`src/rtl/ling_add64_seq.sv`:
```
// rtl/ling_add64_seq.sv - 64-bit add sequenced over one external 32-bit sum-only Ling adder
module ling_add64_seq #(
  parameter int W = 32
) (
  input  logic           clk,
  input  logic           rst,
  input  logic           in_valid,
  output logic           in_ready,
  input  logic [2*W-1:0] in_a,
  input  logic [2*W-1:0] in_b,
  output logic           out_valid,
  input  logic           out_ready,
  output logic [2*W-1:0] out_sum,
  output logic           out_cout,
  output logic           busy,
  output logic [W-1:0]   adder_a,
  output logic [W-1:0]   adder_b,
  input  logic [W-1:0]   adder_sum
);

  localparam logic [2:0] S_IDLE = 3'd0;
  localparam logic [2:0] S_LO   = 3'd1;
  localparam logic [2:0] S_HI   = 3'd2;
  localparam logic [2:0] S_INC  = 3'd3;
  localparam logic [2:0] S_DONE = 3'd4;

  localparam logic [W-1:0] ONE = {{(W-1){1'b0}}, 1'b1};

  logic [2:0]     state_q, state_d;
  logic [2*W-1:0] a_q, a_d;
  logic [2*W-1:0] b_q, b_d;
  logic [2*W-1:0] s_q, s_d;
  logic           c_lo_q, c_lo_d;
  logic           c_hi_q, c_hi_d;
  logic           pass_carry;

  // The adder has no carry-out, so recover it from the operand and sum MSBs.
  assign pass_carry = (adder_a[W-1] & adder_b[W-1]) |
                      ((adder_a[W-1] ^ adder_b[W-1]) & ~adder_sum[W-1]);

  always_comb begin
    state_d = state_q;
    a_d     = a_q;
    b_d     = b_q;
    s_d     = s_q;
    c_lo_d  = c_lo_q;
    c_hi_d  = c_hi_q;
    adder_a = '0;
    adder_b = '0;
    case (state_q)
      S_IDLE: begin
        if (in_valid) begin
          a_d     = in_a;
          b_d     = in_b;
          state_d = S_LO;
        end
      end
      S_LO: begin
        adder_a       = a_q[W-1:0];
        adder_b       = b_q[W-1:0];
        s_d[W-1:0]    = adder_sum;
        c_lo_d        = pass_carry;
        state_d       = S_HI;
      end
      S_HI: begin
        adder_a       = a_q[2*W-1:W];
        adder_b       = b_q[2*W-1:W];
        s_d[2*W-1:W]  = adder_sum;
        c_hi_d        = pass_carry;
        state_d       = c_lo_q ? S_INC : S_DONE;
      end
      S_INC: begin
        // Only an all-ones high word can carry out of the +1.
        adder_a       = s_q[2*W-1:W];
        adder_b       = ONE;
        s_d[2*W-1:W]  = adder_sum;
        c_hi_d        = c_hi_q | (s_q[2*W-1:W] == {W{1'b1}});
        state_d       = S_DONE;
      end
      S_DONE: begin
        if (out_ready) state_d = S_IDLE;
      end
      default: state_d = S_IDLE;
    endcase
  end

  always_ff @(posedge clk) begin
    if (rst) begin
      state_q <= S_IDLE;
      a_q     <= '0;
      b_q     <= '0;
      s_q     <= '0;
      c_lo_q  <= 1'b0;
      c_hi_q  <= 1'b0;
    end else begin
      state_q <= state_d;
      a_q     <= a_d;
      b_q     <= b_d;
      s_q     <= s_d;
      c_lo_q  <= c_lo_d;
      c_hi_q  <= c_hi_d;
    end
  end

  assign in_ready  = (state_q == S_IDLE);
  assign busy      = (state_q != S_IDLE);
  assign out_valid = (state_q == S_DONE);
  assign out_sum   = s_q;
  assign out_cout  = c_hi_q;

endmodule

```
`config.mk`:
```
export PLATFORM = sky130hd
export DESIGN_NAME = ling_add64_seq
export DESIGN_NICKNAME = d
export VERILOG_FILES = /design/src/rtl/ling_add64_seq.sv
export SDC_FILE = /design/constraint.sdc
export NUM_CORES = 1
export LEC_CHECK = 0
export CAP_MARGIN = 10
export CORE_ASPECT_RATIO = 1.1
export CORE_MARGIN = 1
export CORE_UTILIZATION = 48
export DETAILED_ROUTE_END_ITERATION = 7
export PLACE_DENSITY_LB_ADDON = 0.05
export SETUP_SLACK_MARGIN = 0.3
export SYNTH_ARGS = -nofsm -noshare
export SYNTH_HDL_FRONTEND = slang
export SYNTH_SLANG_ARGS = --single-unit
```
`constraint.sdc`:
```
create_clock -name clk -period 3.84 [get_ports clk]
set_input_delay 1.152 -clock clk [delete_from_list [all_inputs] [get_ports clk]]
set_output_delay 1.152 -clock clk [all_outputs]
set_load 0.005 [all_outputs]
```
==> results.json, run 1 <==
{
  "status": "completed",
  "fin_tns_setup_ns": 0,
  "port_buffers": 295,
  "path_class": "register to output pin",
  "slew_headroom": 0.4522,
  "netlist_area_mm2": 0.008105,
  "io-pin-count": 296,
  "p_leak_nw": 4.307,
  "layout_common_cells": "nand2_1 (385), clkdlybuf4s50_1 (294), a21oi_1 (198)",
  "cts.sinks": 197,
  "die_y_um": 138.3,
  "cp_max_fo": 19,
  "cp.arrival_ns": 2.36,
  "dp_hpwl_mm": 17.09,
  "finClkSkew_ns": 0.008477,
  "clk_pin_slew_ns": 0.07,
  "avgSynthCellArea_um2": 7.877,
  "grt_pass1_vias": 7369,
  "synth_nets": 1194,
  "slowest_stage": "dfxtp_2",
  "p_per_area_mw_per_mm2": 411.4,
  "syn_to_final_growth_pct": 44.77,
  "syn_inst": 1029,
  "cts-buffers-inserted": 17,
  "hold_violations": 0,
  "clk_path_buf_depth": 2,
  "place_ws_ns": 0.4963,
  "path_cells": "nand2b_1 -> nor2_4 -> buf_4 -> a22o_1 -> clkdlybuf4s50_1",
  "start_util": 0.4933,
  "drcViolationCount": 0,
  "max_freq_mhz": 284.6,
  "root_buffer": "clkbuf_16",
  "yosys_warnings": 0,
  "gr-total-overflow": 0,
  "insertion_delay_ns": 0.43,
  "layout_commonest_cell": "nand2_1",
  "drt_iter0_drc": 545,
  "fp.dieW_um": 125.9,
  "wl_mm": 25.29,
  "post-route-period-util": 0.9151,
  "synth-seq-cells": 197,
  "setup_viol": 0,
  "ys_types": 27,
  "cpLargestDelayFamily": "buffers and inverters",
  "grt_first_pass_wirelength_mm": 39.25,
  "ir_drop_uv": 332.6,
  "ctsHtreeMaxLevel": 4,
  "antenna_found_initial": 1,
  "max_stage_delay_ns": 0.61,
  "antenna_left": 0,
  "drive_above_1_share": 0.08160,
  "wl_per_cell_um": 16.83,
  "start_kind": "register",
  "path_buf_inv": 2,
  "finalCriticalPeriod_ns": 3.514,
  "fp.dieArea_mm2": 0.01741,
  "tightest_slew_ns": 0.8217,
  "fp-row-count": 49,
  "hold_buffers": 0,
  "diodes": 0,
  "gp_congestion": 0.8851,
  "required_ns": 2.69,
  "finalNetCount": 1451,
  "tritoncts": "done",
  "core_area_mm2": 0.01643,
  "crit_path_end_kind": "output pin",
  "grt_max_degree": 100,
  "seq_area_frac_synth": 0.4866,
  "num_vias": 8017,
  "rsz0062_at_grt": "yes",
  "grt_use_total": 0.2863,
  "maxCapViolCount": 0,
  "dr.pass1.iters": 5,
  "setup_slack_ns": 0.3261,
  "holdCritPathClass": "register to register",
  "maxSlewViolCount": 0,
  "vias_per_cell": 5.334
}
==> cells in the mapped netlist <==
cell type  count  area [um2]
nand2_1      386        1449
a21oi_1      198       991.0
dfxtp_1      197        3944
clkbuf_1      35       131.4
nor2_1        35       131.4
a22oi_1       32       240.2
mux2_2        32       360.4
a22o_1        31       271.5
buf_2         24       120.1
buf_6         16       180.2
buf_4          8       60.06
nand4_1        8       50.05
buf_1          4       15.01
nand2b_1       4       25.02
inv_1          3       11.26
nor2b_1        3       18.77
nor4_1         2       12.51
o21ai_0        2       10.01
a2111oi_2      1       15.01
a211oi_1       1       7.510
and2_1         1       6.260
and2b_1        1       7.510
ha_1           1       12.51
nor2_2         1       6.260
nor3_1         1       5.000
nor3_4         1       16.27
nor3b_1        1       7.510
==> state kept, by name, indices dropped and copies added (netlist names) <==
name      flops
out_cout      1
state_q       3
a_q          64
c_lo_q        1
b_q          64
out_sum      64
==> worst register-to-register path: stages, from the launching register on <==
cell	delay, ns
dfxtp_2	0.61
nand2b_1	0.37
nor2_4	0.09
buf_4	0.18
a22o_1	0.23
ha_1	0.29
a21oi_1	0.09
a2111oi_2	0.34
==> stage by stage <==
step                      std cells  cell area [um2]  utilization  total power, mW  hold slack, ns
final                          1503            11730       0.7141            4.828          0.4526
after global routing           1503            11730       0.7141            5.027          0.4666
after CTS                      1498            11670       0.7105            4.837          0.4532
after detailed placement       1461            11030       0.6710            3.044          0.4439
after global placement         1461            11030       0.6710            3.035          0.4396
after floorplan                1029             8105            -            2.670          0.4328
==> per-layer routing <==
metal / global-route usage / up-vias / share of wire
met4: 0.1097 / 0 / 0.027
li1: - / 3946 / -
met2: 0.4565 / 338 / 0.47
met5: 0 / - / 0
met1: 0.3677 / 3683 / 0.42
met3: 0.07856 / 50 / 0.078
==> final timing paths <==
kind / from / slack, ns / to / cells past startpoint
setup / recovery: state_q[2] / 0.33 / adder_b[31] / 5
hold / removal: out_sum[2] / 0.45 / out_sum[2] / 2
setup reg to reg: state_q[2] / 1.55 / out_cout / 7
hold reg to reg: out_sum[2] / 0.45 / out_sum[2] / 2
==> repair_timing <==
item	4_1_cts	5_1_grt
pin swaps	1	0
gates cloned	1	1
hold endpoints to repair	0	0
setup endpoints to repair	51	39
buffers inserted	4	4
gates resized for setup	4	6
==> area by class of cell <==
type | instances | area [um2]
clock inverter | 12 | 141.4
clock buffer | 20 | 456.7
timing repair buffer | 323 | 3222
fill | 1390 | 4697
multi-input combinational | 744 | 3697
inverter | 3 | 11.26
tap | 204 | 255.2
sequential | 197 | 3950
==> cells by family after synthesis <==
kind of cell | synth area share
adder cells (fa/ha/maj) | 0.001543
AO/OA/AOI/OAI | 0.1894
buffers and inverters | 0.06391
AND/OR/NAND/NOR | 0.2141
flip-flops | 0.4866
multiplexers | 0.04446
==> power breakdown <==
group	internal (mW)	leakage (nW)	switching, mW
logic	0.395	2.42	0.370
clock network	1.00	0.276	0.808
registers	2.17	1.61	0.0803
total	3.57	4.31	1.26
No activity file was read; power rests on OpenSTA's default activity.
==> run 2, diff against run 1 <==
--- a/config.mk
+++ b/config.mk
@@ -8,9 +8,12 @@
 export CAP_MARGIN = 10
 export CORE_ASPECT_RATIO = 1.1
 export CORE_MARGIN = 1
-export CORE_UTILIZATION = 48
+export CORE_UTILIZATION = 50
+export CTS_BUF_LIST = sky130_fd_sc_hd__clkbuf_8
+export CTS_CLUSTER_SIZE = 24
 export DETAILED_ROUTE_END_ITERATION = 7
 export PLACE_DENSITY_LB_ADDON = 0.05
+export RECOVER_POWER = 100
 export SETUP_SLACK_MARGIN = 0.3
 export SYNTH_ARGS = -nofsm -noshare
 export SYNTH_HDL_FRONTEND = slang
==> run 2 against run 1 <==
  * The flow now finishes with violations (max-capacitance violations, max-slew violations)
  * Count of clock-buffer cells in the layout decreased by 3
  * Worst hold slack improved by 0.0034 ns
  * Clock power decreased by 22%
  * Largest power group unchanged
==> results.json, run 2 (same netlist as run 1, synthesis figures left out) <==
{
  "status": "complete, but fails checks",
  "tightest_slew_ns": 1.581,
  "final_area_mm2": 0.01142,
  "setup_viol": 0,
  "layout.cells.non_filler": 1490,
  "ir_drop_uv": 218.5,
  "tritoncts": "done",
  "clk_path_buf_depth": 2,
  "wl_per_cell_um": 16.10,
  "io-pin-count": 296,
  "switching_share": 0.2618,
  "insertion_delay_ns": 0.46,
  "drt_iter0_drc": 529,
  "hold_violations": 0,
  "seqPwrFrac": 0.512,
  "maxSlewViolCount": 35,
  "drcViolationCount": 0,
  "max_stage_delay_ns": 0.63,
  "fp-row-count": 48,
  "rsz0062_at_grt": "yes",
  "start_kind": "register",
  "gr-total-overflow": 0,
  "cp_max_fo": 11,
  "path_class": "register to output pin",
  "combPwrFrac": 0.164,
  "grt_max_degree": 83,
  "violations": "max-capacitance violations, max-slew violations",
  "clk_pin_slew_ns": 0.09,
  "setup_slack_ns": 0.2354,
  "cts-buffers-inserted": 17,
  "layout_commonest_cell": "nand2_1",
  "gp_congestion": 0.8516,
  "path_cells": "nor2b_2 -> a22oi_1 -> nor2_1 -> dlygate4sd3_1",
  "dpl.cell_count": 1456,
  "num_vias": 7905,
  "whs_ns": 0.4561,
  "crit_path_end_kind": "output pin",
  "antenna_found_initial": 2,
  "die_y_um": 135.5,
  "finalNetCount": 1443,
  "fp.dieW_um": 123.4,
  "drive_above_1_share": 0.06827,
  "p_per_area_mw_per_mm2": 384.4,
  "maxCapViolCount": 1,
  "syn_to_final_growth_pct": 40.92,
  "cp.arrival_ns": 2.45,
  "port_buffers": 295,
  "cts.sinks": 197,
  "place_ws_ns": 0.6859,
  "slew_headroom": -0.05374,
  "vias_per_cell": 5.305,
  "post-route-period-util": 0.9387,
  "place_area_mm2": 0.01101,
  "clkPwrFrac": 0.324,
  "root_buffer": "clkbuf_8",
  "core_area_mm2": 0.01580,
  "grt_use_total": 0.2879,
  "start_util": 0.5131,
  "slowest_stage": "nor2b_2",
  "switchingPower_mw": 1.149,
  "antenna_left": 0,
  "p_leak_nw": 4.470,
  "layout_common_cells": "nand2_1 (385), clkdlybuf4s50_1 (201), a21oi_1 (198)",
  "wl_mm": 23.99,
  "finalCriticalPeriod_ns": 3.605,
  "grt_first_pass_wirelength_mm": 37.29,
  "fp.dieArea_mm2": 0.01672,
  "ctsHtreeMaxLevel": 4,
  "intPower_mw": 3.241,
  "max_freq_mhz": 277.4,
  "fin_tns_setup_ns": 0,
  "hold_buffers": 0,
  "dp_hpwl_mm": 16.24,
  "grt_pass1_vias": 7377,
  "finClkSkew_ns": 0.01104,
  "dr.pass1.iters": 5,
  "holdCritPathClass": "register to register",
  "required_ns": 2.69
}
run 2: cell types whose count changed in the layout (fill, tap and decap cells not counted), sizes merged:
cell,change
and2b,-1
buf,-12
bufinv,+2
clkbuf,+2
clkdlybuf4s50,-93
clkinv,+4
clkinvlp,-2
diode,+1
dlygate4sd3,+93
inv,-3
nor2,-1
nor2b,+1
run 2: per-stage QoR:
stage | utilization | power (mW)
floorplan | - | 2.670
global placement | 0.6969 | 3.020
detailed placement | 0.6969 | 3.033
CTS | 0.7252 | 4.436
global route | 0.7231 | 4.592
finish | 0.7231 | 4.390
run 2: critical path: cells and delay by family (launching register included):
kind / cells / cell delay (ns)
compound gates: 1 / 0.19
simple gates: 2 / 0.75
flops: 1 / 0.49
buf+inv: 1 / 0.58
run 2: worst paths after layout:
kind | from | end | slack [ns] | depth (start not counted)
min | out_sum[12] | out_sum[12] | 0.46 | 2
max reg2reg | state_q[0] | b_q[43] | 0.55 | 6
min reg2reg | out_sum[12] | out_sum[12] | 0.46 | 2
max | state_q[1] | adder_a[17] | 0.24 | 4
run 2: cell type report:
| class | count | area, um2 |
|---|---|---|
| diodes | 1 | 2.502 |
| clock buffers | 17 | 234.0 |
| clock inverters | 13 | 183.9 |
| fillers | 1384 | 4373 |
| inverters | 3 | 11.26 |
| multi-input cells | 743 | 3650 |
| flip-flops and latches | 197 | 3946 |
| well taps | 200 | 250.2 |
| repair buffers | 316 | 3144 |
run 2: repair_timing:
action	4_1_cts	5_1_grt
setup buffers	2	0
resized for setup	2	2
pin swaps	0	0
cloned	1	0
setup endpoints to repair	44	37
run 2: power groups by stage:
stage                     sequential, mW  combinational (mW)  clock [mW]
final                               2.25               0.722        1.42
after global routing                2.26               0.801        1.53
after CTS                           2.25               0.746        1.44
after detailed placement            2.29               0.738           0
after global placement              2.29               0.730           0
after floorplan                     2.27               0.396           0
run 2: routing by layer:
metal / vias up / wire length (um) / global-route usage
li1: 3913 / - / -
met1: 3646 / 9828 / 0.3587
met2: 302 / 11550 / 0.4733
met3: 42 / 2000 / 0.07281
met4: 2 / 601 / 0.1131
met5: - / 16 / 0
==> variant, RTL diff (settings of run 2) <==
Take the reset off `a_q`, `b_q` and `s_q` and load them in a clocked block of their own.
--- a/src/rtl/ling_add64_seq.sv
+++ b/src/rtl/ling_add64_seq.sv
@@ -87,19 +87,19 @@
   always_ff @(posedge clk) begin
     if (rst) begin
       state_q <= S_IDLE;
-      a_q     <= '0;
-      b_q     <= '0;
-      s_q     <= '0;
       c_lo_q  <= 1'b0;
       c_hi_q  <= 1'b0;
     end else begin
       state_q <= state_d;
-      a_q     <= a_d;
-      b_q     <= b_d;
-      s_q     <= s_d;
       c_lo_q  <= c_lo_d;
       c_hi_q  <= c_hi_d;
     end
+  end
+
+  always_ff @(posedge clk) begin
+    a_q <= a_d;
+    b_q <= b_d;
+    s_q <= s_d;
   end
 
   assign in_ready  = (state_q == S_IDLE);
Check against the original RTL: differs if rst is asserted again (counterexample within 4 cycles, from zero or initial values and one cycle with rst high); with rst held inactive, the same outputs for 10 cycles.
==> variant against run 2 <==
  * The flow still finishes with violations (capacitance limit, slew limit)
  * Maximum frequency is 2.0% higher
  * Synthesized cell count fell by 62%
  * Final area down 5.0%
  * Synthesized area is 11% lower
  * Sequential cell count is the same
  * Via count shrank 39%
  * Worst setup slack improved by 0.071 ns
  * Power down 0.29%
  * Wire length decreased by 19%
  * Critical path type unchanged
  * Largest power group unchanged
  * Highest routed layer is now met4
==> variant: results (changes against run 2) <==
| Metric | Value |
|---|---|
| Vias in the first global route | 4992 (was 7377) |
| Antenna violations before repair | 6 (was 2) |
| Count of cell types in the netlist | 31 (was 27) |
| Worst reg-to-reg setup slack | 0.42 ns (was 0.55 ns) |
| Largest net degree at the start of global routing | 51 (was 83) |
| Iter 0 DRT Violations | 363 (was 529) |
| Final #Nets | 857 (was 1443) |
| Yosys warning count | 0 (unchanged) |
| Number of nets in the synthesized netlist | 552 (was 1194) |
| Slew HR | -22.7% (was -5.37%) |
| Clock skew | 0.0108 ns (was 0.0110 ns) |
| Global-route wire length before repair | 27900 um (was 37300 um) |
| Fraction of layout instances using a drive strength above 1 | 10.9% (was 6.83%) |
| CTS max path bufs | 2 (unchanged) |
| Leading register cell type out of synthesis | edfxtp_1 (was dfxtp_1) |
| RR Startpoint | state_q[2] (was state_q[0]) |
| Vias after detailed routing | 4807 (was 7905) |
| Data arrival time at the worst-slack endpoint | 2.38 ns (was 2.45 ns) |
| Most numerous cell types in the synthesized netlist | 192 x edfxtp_1, 36 x nor2_1, 32 x a22oi_1, 32 x mux2_2, 31 x a22o_1 (was 386 x nand2_1, 198 x a21oi_1, 197 x dfxtp_1, 35 x clkbuf_1, 35 x nor2_1) |
| Synth Area per Inst | 18.7 sq um (was 7.88 sq um) |
| Class of the most critical hold timing path | register to register (unchanged) |
| Clock latency of the later-clocked register in the worst-skew pair | 0.46 ns (about the same) |
| Dpl cells | 858 (was 1456) |
| Outcome | complete, but fails checks (unchanged) |
| Endpoint type of the worst setup path | output port (unchanged) |
| Worst Min Path Start | c_lo_q (was out_sum[12]) |
| Depth of the CTS H-tree | 4 (unchanged) |
| Routability-driven placement congestion ratio | 0.802 (was 0.852) |
| Number of flops mapped to enable cells by yosys | 192 (was 0) |
| Max cap viols | 1 (unchanged) |
| Portion of the post-synthesis area used by sequential elements | 80.9% (was 48.7%) |
| Total wirelength of the detailed-routed design | 19500 um (was 24000 um) |
| Violations in the final reports | capacitance limit, slew limit (unchanged) |
| Classification of the worst setup path | register to output port (unchanged) |
| Worst vdd ir | 0.000313 V (was 0.000219 V) |
| Count of pins over their slew limit | 37 (was 35) |
| Global-route total usage across every layer | 26.7% (was 28.8%) |
| Cells taking the most area after synthesis | edfxtp_1 80%, mux2_2 5.0%, a22o_1 3.7% (was dfxtp_1 49%, nand2_1 18%, a21oi_1 12%) |
| Endpoints failing setup | 0 (unchanged) |
| First drt pass iteration count | 5 (unchanged) |
| Worst-path fanout max | 23 (was 11) |
| Clock Pin Slew Worst Setup and Hold Paths | 0.09 ns (about the same) |
| Post-synthesis async set-or-reset flop share | 0% (unchanged) |
| Hpwl dp | 13800 um (was 16200 um) |
| Post-route non-filler standard cell count | 901 (was 1490) |
| CTS Buf Count | 17 (unchanged) |
| PortBufs | 295 (unchanged) |
| Leakage power of the design | 3.95 nW (was 4.47 nW) |
==> variant: final timing paths <==
check | endpoint | depth (start not counted)
worst min register to register | c_lo_q | 2
worst min-delay path | c_lo_q | 2
worst max-delay path | out_valid | 3
worst max register to register | b_q[34] | 5
==> variant: cell type report <==
type                       count  area, sq um
clock inverter                15          124
fill                         885         3110
timing repair buffer         309         3100
multi-input combinational    164         1250
clock buffer                  17          234
sequential                   197         5880
tap                          188          235
inverter                       3         11.3
antenna                        8         20.0
==> variant: routing by layer <==
layer | global-route usage (%) | wire length (um)
met4 | 12.9 | 544
met2 | 48.2 | 10600
met3 | 8.13 | 1690
met5 | 0 | 0
met1 | 28.1 | 6640
==> variant: through the flow <==
step	total power [mW]	util (%)	hold WS, ns	area, sq um	worst slack [ns]
finish	4.38	77.7	0.557	10900	0.307
global route	4.53	77.7	0.570	10800	0.171
CTS	4.48	77.6	0.553	10800	0.301
detailed placement	3.25	74.8	0.535	10400	0.591
global placement	3.23	74.8	0.531	10400	0.674
floorplan	2.83	-	0.506	7250	0.670
==> variant: critical path, cell delays in order (launching register included) <==
cell and delay (ns):
dfxtp_4 0.51, clkbuf_2 0.49, nor3b_1 0.28, dlygate4sd3_1 0.64
==> variant: what timing repair did <==
item                       in CTS  in global routing
gates resized for setup         6                  4
setup buffers                   3                  0
pin swaps                       0                  0
hold buffers                    0                  0
setup endpoints to repair      63                 54
==> variant: logic make-up (layout without fill, tap and decap cells) <==
| group | Yosys count | count (layout) | share of synthesized area (%) |
|---|---|---|---|
| flip-flops | 197 | 197 | 80.9 |
| AO/OA/AOI/OAI | 71 | 71 | 7.80 |
| AND/OR/NAND/NOR | 59 | 59 | 3.99 |
| multiplexers | 33 | 33 | 5.11 |
| buffers and inverters | 26 | 344 | 2.04 |
| adder cells (fa/ha/maj) | 1 | 1 | 0.173 |
| other | 0 | 8 | 0 |
==> variant: power breakdown <==
| group | switching, mW | total [mW] | leakage, nW | internal, mW |
|---|---|---|---|---|
| registers | 0.0545 | 2.58 | 1.85 | 2.53 |
| clock network | 0.675 | 1.23 | 0.195 | 0.559 |
| logic | 0.243 | 0.559 | 1.91 | 0.316 |
| total | 0.972 | 4.38 | 3.95 | 3.41 |
